--- config.mk ---
export PLATFORM = sky130hd
export DESIGN_NAME = writeback_hilo_flat
export DESIGN_NICKNAME = d
export VERILOG_FILES = /design/src/rtl/mips_wb_pkg.sv /design/src/rtl/writeback_hilo_if.sv /design/src/rtl/hilo_scoreboard.sv /design/src/rtl/writeback_hilo.sv /design/src/flat_wrapper.sv
export SDC_FILE = /design/constraint.sdc
export NUM_CORES = 1
export LEC_CHECK = 0
export CAP_MARGIN = 0
export CELL_PAD_IN_SITES_DETAIL_PLACEMENT = 1
export CELL_PAD_IN_SITES_GLOBAL_PLACEMENT = 2
export CORE_MARGIN = 5
export CORE_UTILIZATION = 18
export CTS_CLUSTER_DIAMETER = 200
export DETAILED_ROUTE_END_ITERATION = 16
export GPL_TIMING_DRIVEN = 0
export PLACE_DENSITY = 0.83
export SYNTH_ARGS = -nofsm -noshare
export SYNTH_HDL_FRONTEND = slang
export SYNTH_SLANG_ARGS = --single-unit
--- constraint.sdc ---
create_clock -name CLK -period 2.9 [get_ports CLK]
set_clock_uncertainty 0.2 [all_clocks]
set_input_delay 0.87 -clock CLK [delete_from_list [all_inputs] [get_ports CLK]]
set_output_delay 0.87 -clock CLK [all_outputs]
set_load 0.01 [all_outputs]
--- src/rtl/mips_wb_pkg.sv ---
// Shared encodings for the write-back stage: result-source select codes
// and the multiply scoreboard state.
package mips_wb_pkg;

  localparam logic [1:0] OUT_ALU = 2'b00;
  localparam logic [1:0] OUT_LO  = 2'b01;
  localparam logic [1:0] OUT_HI  = 2'b10;
  localparam logic [1:0] OUT_LUI = 2'b11;

  typedef enum logic [1:0] {
    SB_IDLE = 2'd0,
    SB_BUSY = 2'd1,
    SB_FULL = 2'd2
  } sb_state_e;

endpackage

--- src/rtl/writeback_hilo_if.sv ---
// Bundle of M/W pipeline-register outputs, decode-side hazard signals and
// write-back results.
// Flow control: there is no valid/ready pair. The W-stage contents are
// consumed on a rising edge exactly when nEN==0; while nEN==1 the stage is
// frozen and nothing commits. Combinational outputs are valid every cycle.
// dbg_count / dbg_state expose the scoreboard for observation only.
interface writeback_hilo_if
  import mips_wb_pkg::*;
#(
  parameter int CNT_W = 2
);
  logic              nEN;
  logic              RegWriteW;
  logic              MemtoRegW;
  logic              mult_finishW;
  logic [1:0]        Out_SelectW;
  logic [31:0]       ALUoutW;
  logic [63:0]       mult_resultW;
  logic [31:0]       ReadDataW;
  logic [31:0]       lui_extendedW;
  logic [4:0]        WriteRegW;
  logic              mult_startD;
  logic              hilo_readD;

  logic              RegWriteEnW;
  logic [4:0]        WriteAddrW;
  logic [31:0]       ResultW;
  logic [31:0]       HI;
  logic [31:0]       LO;
  logic              StallHiLoD;
  logic              pend_err;
  logic [CNT_W-1:0]  dbg_count;
  sb_state_e         dbg_state;

  modport master (
    output nEN, RegWriteW, MemtoRegW, mult_finishW, Out_SelectW, ALUoutW,
           mult_resultW, ReadDataW, lui_extendedW, WriteRegW, mult_startD,
           hilo_readD,
    input  RegWriteEnW, WriteAddrW, ResultW, HI, LO, StallHiLoD, pend_err,
           dbg_count, dbg_state
  );

  modport slave (
    input  nEN, RegWriteW, MemtoRegW, mult_finishW, Out_SelectW, ALUoutW,
           mult_resultW, ReadDataW, lui_extendedW, WriteRegW, mult_startD,
           hilo_readD,
    output RegWriteEnW, WriteAddrW, ResultW, HI, LO, StallHiLoD, pend_err,
           dbg_count, dbg_state
  );
endinterface

--- src/rtl/hilo_scoreboard.sv ---
// Tracks multiplies in flight between decode and write-back, stalls decode
// when an mfhi/mflo would read stale HI/LO or the tracker is full, and
// latches a sticky error on underflow/overflow.
// Optional feature macro: WB_HILO_BYPASS_EN (releases the stall in the
// cycle of the final decrement, since W then forwards the fresh product).
module hilo_scoreboard
  import mips_wb_pkg::*;
#(
  parameter int MAX_PEND = 3,
  parameter int CNT_W    = $clog2(MAX_PEND + 1)
) (
  input  logic             clk_i,
  input  logic             rst_i,
  input  logic             mult_start_i,
  input  logic             hilo_read_i,
  input  logic             dec_i,
  output logic             stall_o,
  output logic             pend_err_o,
  output logic [CNT_W-1:0] count_o,
  output sb_state_e        state_o
);

  localparam logic [CNT_W-1:0] CNT_MAX  = CNT_W'(MAX_PEND);
  localparam logic [CNT_W-1:0] CNT_ONE  = CNT_W'(1);
  localparam logic [CNT_W-1:0] CNT_ZERO = '0;

  logic [CNT_W-1:0] count_q, count_d;
  sb_state_e        state_q, state_d;
  logic             err_q, err_d;
  logic             stall;
  logic             inc;

  // A start only counts once decode is actually allowed to issue it.
  assign inc = mult_start_i & ~stall;

  // State register: counter, scoreboard state and sticky error.
  always_ff @(posedge clk_i) begin
    if (rst_i) begin
      count_q <= CNT_ZERO;
      state_q <= SB_IDLE;
      err_q   <= 1'b0;
    end else begin
      count_q <= count_d;
      state_q <= state_d;
      err_q   <= err_d;
    end
  end

  // Next state: saturating up/down count; simultaneous inc and dec cancel.
  always_comb begin
    count_d = count_q;
    err_d   = err_q;
    if (inc && !dec_i) begin
      if (count_q != CNT_MAX) count_d = count_q + CNT_ONE;
      else                    err_d   = 1'b1;
    end else if (dec_i && !inc) begin
      if (count_q != CNT_ZERO) count_d = count_q - CNT_ONE;
    end
    if (dec_i && count_q == CNT_ZERO) err_d = 1'b1;
    if (count_d == CNT_ZERO)     state_d = SB_IDLE;
    else if (count_d == CNT_MAX) state_d = SB_FULL;
    else                         state_d = SB_BUSY;
  end

  // Outputs: decode stall from the registered state.
  always_comb begin
    stall = mult_start_i & (state_q == SB_FULL);
`ifdef WB_HILO_BYPASS_EN
    if (hilo_read_i && state_q != SB_IDLE &&
        !(count_q == CNT_ONE && dec_i)) stall = 1'b1;
`else
    if (hilo_read_i && state_q != SB_IDLE) stall = 1'b1;
`endif
  end

  assign stall_o    = stall;
  assign pend_err_o = err_q;
  assign count_o    = count_q;
  assign state_o    = state_q;

endmodule

--- src/rtl/writeback_hilo.sv ---
// Write-back stage: selects register-file write data, owns HI/LO and commits
// multiply products into them; scoreboard lives in hilo_scoreboard.
// Optional feature macro: WB_HILO_BYPASS_EN (mfhi/mflo in W sees the product
// committing in the same cycle).
module writeback_hilo
  import mips_wb_pkg::*;
#(
  parameter int MAX_PEND = 3,
  parameter int CNT_W    = $clog2(MAX_PEND + 1)
) (
  input  logic             CLK,
  input  logic             reset,
  writeback_hilo_if.slave  wb
);

  logic        commit;
  logic        dec;
  logic [31:0] hi_q, hi_d;
  logic [31:0] lo_q, lo_d;
  logic [31:0] result;

  assign commit = ~wb.nEN;
  assign dec    = commit & wb.mult_finishW;

  // HI/LO next value: load the product only when a finished multiply commits.
  always_comb begin
    hi_d = hi_q;
    lo_d = lo_q;
    if (dec) begin
      hi_d = wb.mult_resultW[63:32];
      lo_d = wb.mult_resultW[31:0];
    end
  end

  // HI/LO architectural registers.
  always_ff @(posedge CLK) begin
    if (reset) begin
      hi_q <= 32'd0;
      lo_q <= 32'd0;
    end else begin
      hi_q <= hi_d;
      lo_q <= lo_d;
    end
  end

  // Result mux: ALU/mem, LO, HI or the pre-shifted LUI immediate.
  always_comb begin
    result = wb.ALUoutW;
    case (wb.Out_SelectW)
      OUT_ALU: result = wb.MemtoRegW ? wb.ReadDataW : wb.ALUoutW;
`ifdef WB_HILO_BYPASS_EN
      OUT_LO:  result = wb.mult_finishW ? wb.mult_resultW[31:0]  : lo_q;
      OUT_HI:  result = wb.mult_finishW ? wb.mult_resultW[63:32] : hi_q;
`else
      OUT_LO:  result = lo_q;
      OUT_HI:  result = hi_q;
`endif
      OUT_LUI: result = wb.lui_extendedW;
      default: result = wb.ALUoutW;
    endcase
  end

  assign wb.ResultW     = result;
  assign wb.RegWriteEnW = wb.RegWriteW & commit;
  assign wb.WriteAddrW  = wb.WriteRegW;
  assign wb.HI          = hi_q;
  assign wb.LO          = lo_q;

  hilo_scoreboard #(
    .MAX_PEND (MAX_PEND),
    .CNT_W    (CNT_W)
  ) u_sb (
    .clk_i        (CLK),
    .rst_i        (reset),
    .mult_start_i (wb.mult_startD),
    .hilo_read_i  (wb.hilo_readD),
    .dec_i        (dec),
    .stall_o      (wb.StallHiLoD),
    .pend_err_o   (wb.pend_err),
    .count_o      (wb.dbg_count),
    .state_o      (wb.dbg_state)
  );

endmodule

--- src/flat_wrapper.sv ---
// flat-port wrapper written by rule: the top's interface ports become plain ports
module writeback_hilo_flat import mips_wb_pkg::*;
#(
  parameter int MAX_PEND = 3,
  parameter int CNT_W    = $clog2(MAX_PEND + 1)
)
  (CLK, reset, wb_nEN, wb_RegWriteW, wb_MemtoRegW, wb_mult_finishW, wb_Out_SelectW, wb_ALUoutW, wb_mult_resultW, wb_ReadDataW, wb_lui_extendedW, wb_WriteRegW, wb_mult_startD, wb_hilo_readD, wb_RegWriteEnW, wb_WriteAddrW, wb_ResultW, wb_HI, wb_LO, wb_StallHiLoD, wb_pend_err, wb_dbg_count, wb_dbg_state);
  writeback_hilo_if #(.CNT_W(CNT_W)) wb_i ();
  input  logic CLK;
  input  logic reset;
  input wire logic [$bits(wb_i.nEN)-1:0] wb_nEN;
  input wire logic [$bits(wb_i.RegWriteW)-1:0] wb_RegWriteW;
  input wire logic [$bits(wb_i.MemtoRegW)-1:0] wb_MemtoRegW;
  input wire logic [$bits(wb_i.mult_finishW)-1:0] wb_mult_finishW;
  input wire logic [$bits(wb_i.Out_SelectW)-1:0] wb_Out_SelectW;
  input wire logic [$bits(wb_i.ALUoutW)-1:0] wb_ALUoutW;
  input wire logic [$bits(wb_i.mult_resultW)-1:0] wb_mult_resultW;
  input wire logic [$bits(wb_i.ReadDataW)-1:0] wb_ReadDataW;
  input wire logic [$bits(wb_i.lui_extendedW)-1:0] wb_lui_extendedW;
  input wire logic [$bits(wb_i.WriteRegW)-1:0] wb_WriteRegW;
  input wire logic [$bits(wb_i.mult_startD)-1:0] wb_mult_startD;
  input wire logic [$bits(wb_i.hilo_readD)-1:0] wb_hilo_readD;
  output wire logic [$bits(wb_i.RegWriteEnW)-1:0] wb_RegWriteEnW;
  output wire logic [$bits(wb_i.WriteAddrW)-1:0] wb_WriteAddrW;
  output wire logic [$bits(wb_i.ResultW)-1:0] wb_ResultW;
  output wire logic [$bits(wb_i.HI)-1:0] wb_HI;
  output wire logic [$bits(wb_i.LO)-1:0] wb_LO;
  output wire logic [$bits(wb_i.StallHiLoD)-1:0] wb_StallHiLoD;
  output wire logic [$bits(wb_i.pend_err)-1:0] wb_pend_err;
  output wire logic [$bits(wb_i.dbg_count)-1:0] wb_dbg_count;
  output wire logic [$bits(wb_i.dbg_state)-1:0] wb_dbg_state;
  assign wb_i.nEN = wb_nEN;
  assign wb_i.RegWriteW = wb_RegWriteW;
  assign wb_i.MemtoRegW = wb_MemtoRegW;
  assign wb_i.mult_finishW = wb_mult_finishW;
  assign wb_i.Out_SelectW = wb_Out_SelectW;
  assign wb_i.ALUoutW = wb_ALUoutW;
  assign wb_i.mult_resultW = wb_mult_resultW;
  assign wb_i.ReadDataW = wb_ReadDataW;
  assign wb_i.lui_extendedW = wb_lui_extendedW;
  assign wb_i.WriteRegW = wb_WriteRegW;
  assign wb_i.mult_startD = wb_mult_startD;
  assign wb_i.hilo_readD = wb_hilo_readD;
  assign wb_RegWriteEnW = wb_i.RegWriteEnW;
  assign wb_WriteAddrW = wb_i.WriteAddrW;
  assign wb_ResultW = wb_i.ResultW;
  assign wb_HI = wb_i.HI;
  assign wb_LO = wb_i.LO;
  assign wb_StallHiLoD = wb_i.StallHiLoD;
  assign wb_pend_err = wb_i.pend_err;
  assign wb_dbg_count = wb_i.dbg_count;
  assign wb_dbg_state = wb_i.dbg_state;
  writeback_hilo #(.MAX_PEND(MAX_PEND), .CNT_W(CNT_W)) u_core (.CLK(CLK), .reset(reset), .wb(wb_i));
endmodule
==> impl_metrics.env <==
export IMPL_wl_met1_microns=7860
export IMPL_finalWorstSetupSlack_ns=-0.295
export IMPL_crit_path_top_delay_cell="mux4_2"
export IMPL_place_hpwl_microns=14700
export IMPL_crit_required_ns=1.83
export IMPL_r2r_start="u_core.u_sb.state_o[0]$_SDFF_PP0_"
export IMPL_cts_buffers=9
export IMPL_yosysUniqueCellTypes=26
export IMPL_cts_hold_buf=0
export IMPL_antenna_left=0
export IMPL_synth_warning_count=0
export IMPL_arrival_ns=2.12
export IMPL_avgRoutedWirePerCell_microns=20.1
export IMPL_hold_class="flip-flop to flip-flop"
export IMPL_io_pins=283
export IMPL_power_density_nw_per_um2=430
export IMPL_synth_seq_cells=69
export IMPL_syn2layout_area_growth_pct=94.0
export IMPL_netlist_area_sq_um=3770
export IMPL_period_needed_ns=3.19
export IMPL_die_w_microns=155
export IMPL_hold_path_startpoint="u_core.wb.HI[18]$_SDFFE_PP0P_"
export IMPL_ff_latch_area_sq_um=1380
export IMPL_nNetsFinal=851
export IMPL_dr_wl_met2_microns=9650
export IMPL_die_area_sq_um=23900
export IMPL_grt_pass1_vias=4345
export IMPL_holdPathStages=2
export IMPL_drv_cap=0
export IMPL_route_met3_wl_microns=1510
export IMPL_reg2regPathDepth=4
export IMPL_setup_violations=32
export IMPL_clock_latency_ns=0.35
export IMPL_leakage_nw=2.88
export IMPL_grt_ovfl_total=0
export IMPL_rsz0062_at_grt="true"
export IMPL_drc_errors=0
export IMPL_clock_path_buffers=2
export IMPL_max_freq_mhz=313
export IMPL_syn_inst=388
export IMPL_fillers=2397
export IMPL_start_kind="input pin"
export IMPL_crit_type="input pin to primary output"
export IMPL_maxSlewViolCount=0
export IMPL_htree_levels=3
export IMPL_ff2ff_setup_slack_ns=1.26
export IMPL_critPathCaptureType="primary output"
export IMPL_drt_iter0_drc=88
export IMPL_port_buffers=273
export IMPL_crit_top_cell="buf_16"
export IMPL_vdd_ir_drop_max_mv=0.254
export IMPL_grt_pass1_wl_microns=27500
export IMPL_firstDrtPassIters=4
export IMPL_fin_crit_sh=1.10
export IMPL_drive_above_1_share=0.203
export IMPL_worst_slew_pin_slew_ns=0.761
export IMPL_die_h_microns=155
export IMPL_violations="setup timing"
export IMPL_critPathTopFamily="multiplexers"
export IMPL_worstPathMaxFanout=7
export IMPL_antenna_found_initial=0
export IMPL_drt_wl_total_microns=19200
export IMPL_finalPower_mw=3.14
export IMPL_multi_input_area_sq_um=2150
export IMPL_syn_nets=563
export IMPL_grt_max_degree=13
export IMPL_outcome="finished with violations"
export IMPL_dr_max_layer_used="met4"
export IMPL_slew_headroom=0.493
export IMPL_crit_chain="buf_16 > buf_16 > mux2_4 > mux4_2 > buf_6"
export IMPL_cts_tree="yes"
export IMPL_cts_root_buf="clkbuf_16"
export IMPL_min_to="u_core.wb.HI[18]$_SDFFE_PP0P_"
export IMPL_clock_sinks=69
export IMPL_yosysSeqAreaShare=0.367
export IMPL_grtUsageTotal=0.154
export IMPL_path_buf_inv=3
export IMPL_rows=53
export IMPL_num_vias=4091
export IMPL_avgSynthCellArea_sq_um=9.71
export IMPL_place_congestion=0.751
export IMPL_avgViaCountPerCell=4.28
export IMPL_start_util=0.181
export IMPL_dp_slack_ns=-1.07
export IMPL_r2r_end="u_core.u_sb.count_o[0]$_SDFF_PP0_"
export IMPL_antenna_cells=0
export IMPL_slowest_delay_ns=0.50
export IMPL_coreArea_sq_um=20800
export IMPL_finalHoldViolCount=0
export IMPL_clk_pin_slew_ns=0.06
## layer usage
layer  vias up  global-route usage
met5         -                   0
li1       1935                   -
met2       169               0.271
met4         0              0.0374
met1      1974               0.179
met3        13              0.0551
## layout make-up
class	count	share of cell area
buffer	39	0.0425
clock buffer	11	0.0346
clock inverter	5	0.0111
inverter	1	0.000514
multi-input combinational	279	0.295
sequential	69	0.189
tap	275	0.0471
timing repair buffer	277	0.380
## what timing repair did
action,CTS,global route
setup buffers,1,0
setup endpoints to repair,34,32
cloned,1,2
gates resized for setup,249,2
## cell usage in the layout, fill, tap and decap left out, types with 2 or more instances in the layout
cell type        count
a211oi_1             2
a21oi_1             66
buf_1               11
buf_16               5
buf_2                4
buf_4                5
buf_6               39
bufinv_16            2
clkbuf_1             9
clkbuf_16           11
clkbuf_8             2
clkdlybuf4s50_1    174
dfxtp_1             69
dlygate4sd2_1       67
mux2_4              32
mux2i_1              2
mux4_2              32
nand2_1            128
nand2b_1             3
nor2_1               3
nor2b_1              3
## kinds of logic (layout without fill, tap and decap cells)
logic type             Yosys count  count (layout)  synth area share
buffers and inverters           40             333            0.0631
AND/OR/NAND/NOR                140             140             0.145
AO/OA/AOI/OAI                   73              73             0.103
flip-flops                      69              69             0.367
multiplexers                    66              66             0.322
## worst max-delay path by stage
stage          slack (ns)  cells after the start               from        endpoint
2_1_floorplan       -0.06                      4       wb_MemtoRegW   wb_ResultW[0]
3_3_place_gp        -1.05                      5  wb_Out_SelectW[1]  wb_ResultW[20]
3_5_place_dp        -1.07                      5  wb_Out_SelectW[1]  wb_ResultW[31]
4_1_cts             -0.30                      5       wb_MemtoRegW  wb_ResultW[12]
5_1_grt             -0.32                      5       wb_MemtoRegW  wb_ResultW[11]
6_report            -0.29                      5       wb_MemtoRegW  wb_ResultW[10]
## flip-flops by register name, summed over array words and instances, names as in the netlist
signal,cells
u_core.wb.HI,32
u_core.u_sb.count_o,2
u_core.u_sb.state_o,2
u_core.u_sb.pend_err_o,1
u_core.wb.LO,32
## power by group
group          switching (mW)  total, mW  internal (mW)
combinational           0.320      0.853          0.533
clock                   0.449       1.25          0.802
sequential             0.0417       1.04          0.995
## through the flow
step	hold slack [ns]	setup TNS, ns	std cells	area (sq um)	utilization
after floorplan	0.290	-1.84	388	3770	-
after detailed placement	0.262	-31.79	936	6850	0.329
after CTS	0.270	-8.24	954	7240	0.348
after global routing	0.292	-9.01	956	7310	0.351
final	0.270	-8.09	956	7310	0.351
after global placement	0.255	-29.83	936	6850	0.329
## cell usage after synthesis (all sizes together)
| cell type | number | share of area |
|---|---|---|
| a211oi | 2 | 0.0040 |
| a21oi | 66 | 0.088 |
| a311oi | 1 | 0.0023 |
| a31o | 1 | 0.0023 |
| and3 | 1 | 0.0017 |
| buf | 30 | 0.053 |
| clkbuf | 9 | 0.0090 |
| dfxtp | 69 | 0.37 |
| inv | 1 | 0.0010 |
| mux2 | 32 | 0.13 |
| mux2i | 2 | 0.0053 |
| mux4 | 32 | 0.19 |
| nand2 | 128 | 0.13 |
| nand2b | 3 | 0.0050 |
| nor2 | 3 | 0.0030 |
| nor2b | 3 | 0.0050 |
| nor3 | 1 | 0.0013 |
| o21ai | 1 | 0.0013 |
| o21ba | 1 | 0.0027 |
| o22a | 1 | 0.0023 |
| or2 | 1 | 0.0017 |
## worst min-delay path: cells and delay by family, from the launching register on
kind / cells / cell delay, ns
flops: 1 / 0.32
compound gates: 1 / 0.05
simple gates: 1 / 0.06
Note: power is estimated with default switching activity, not from simulation.
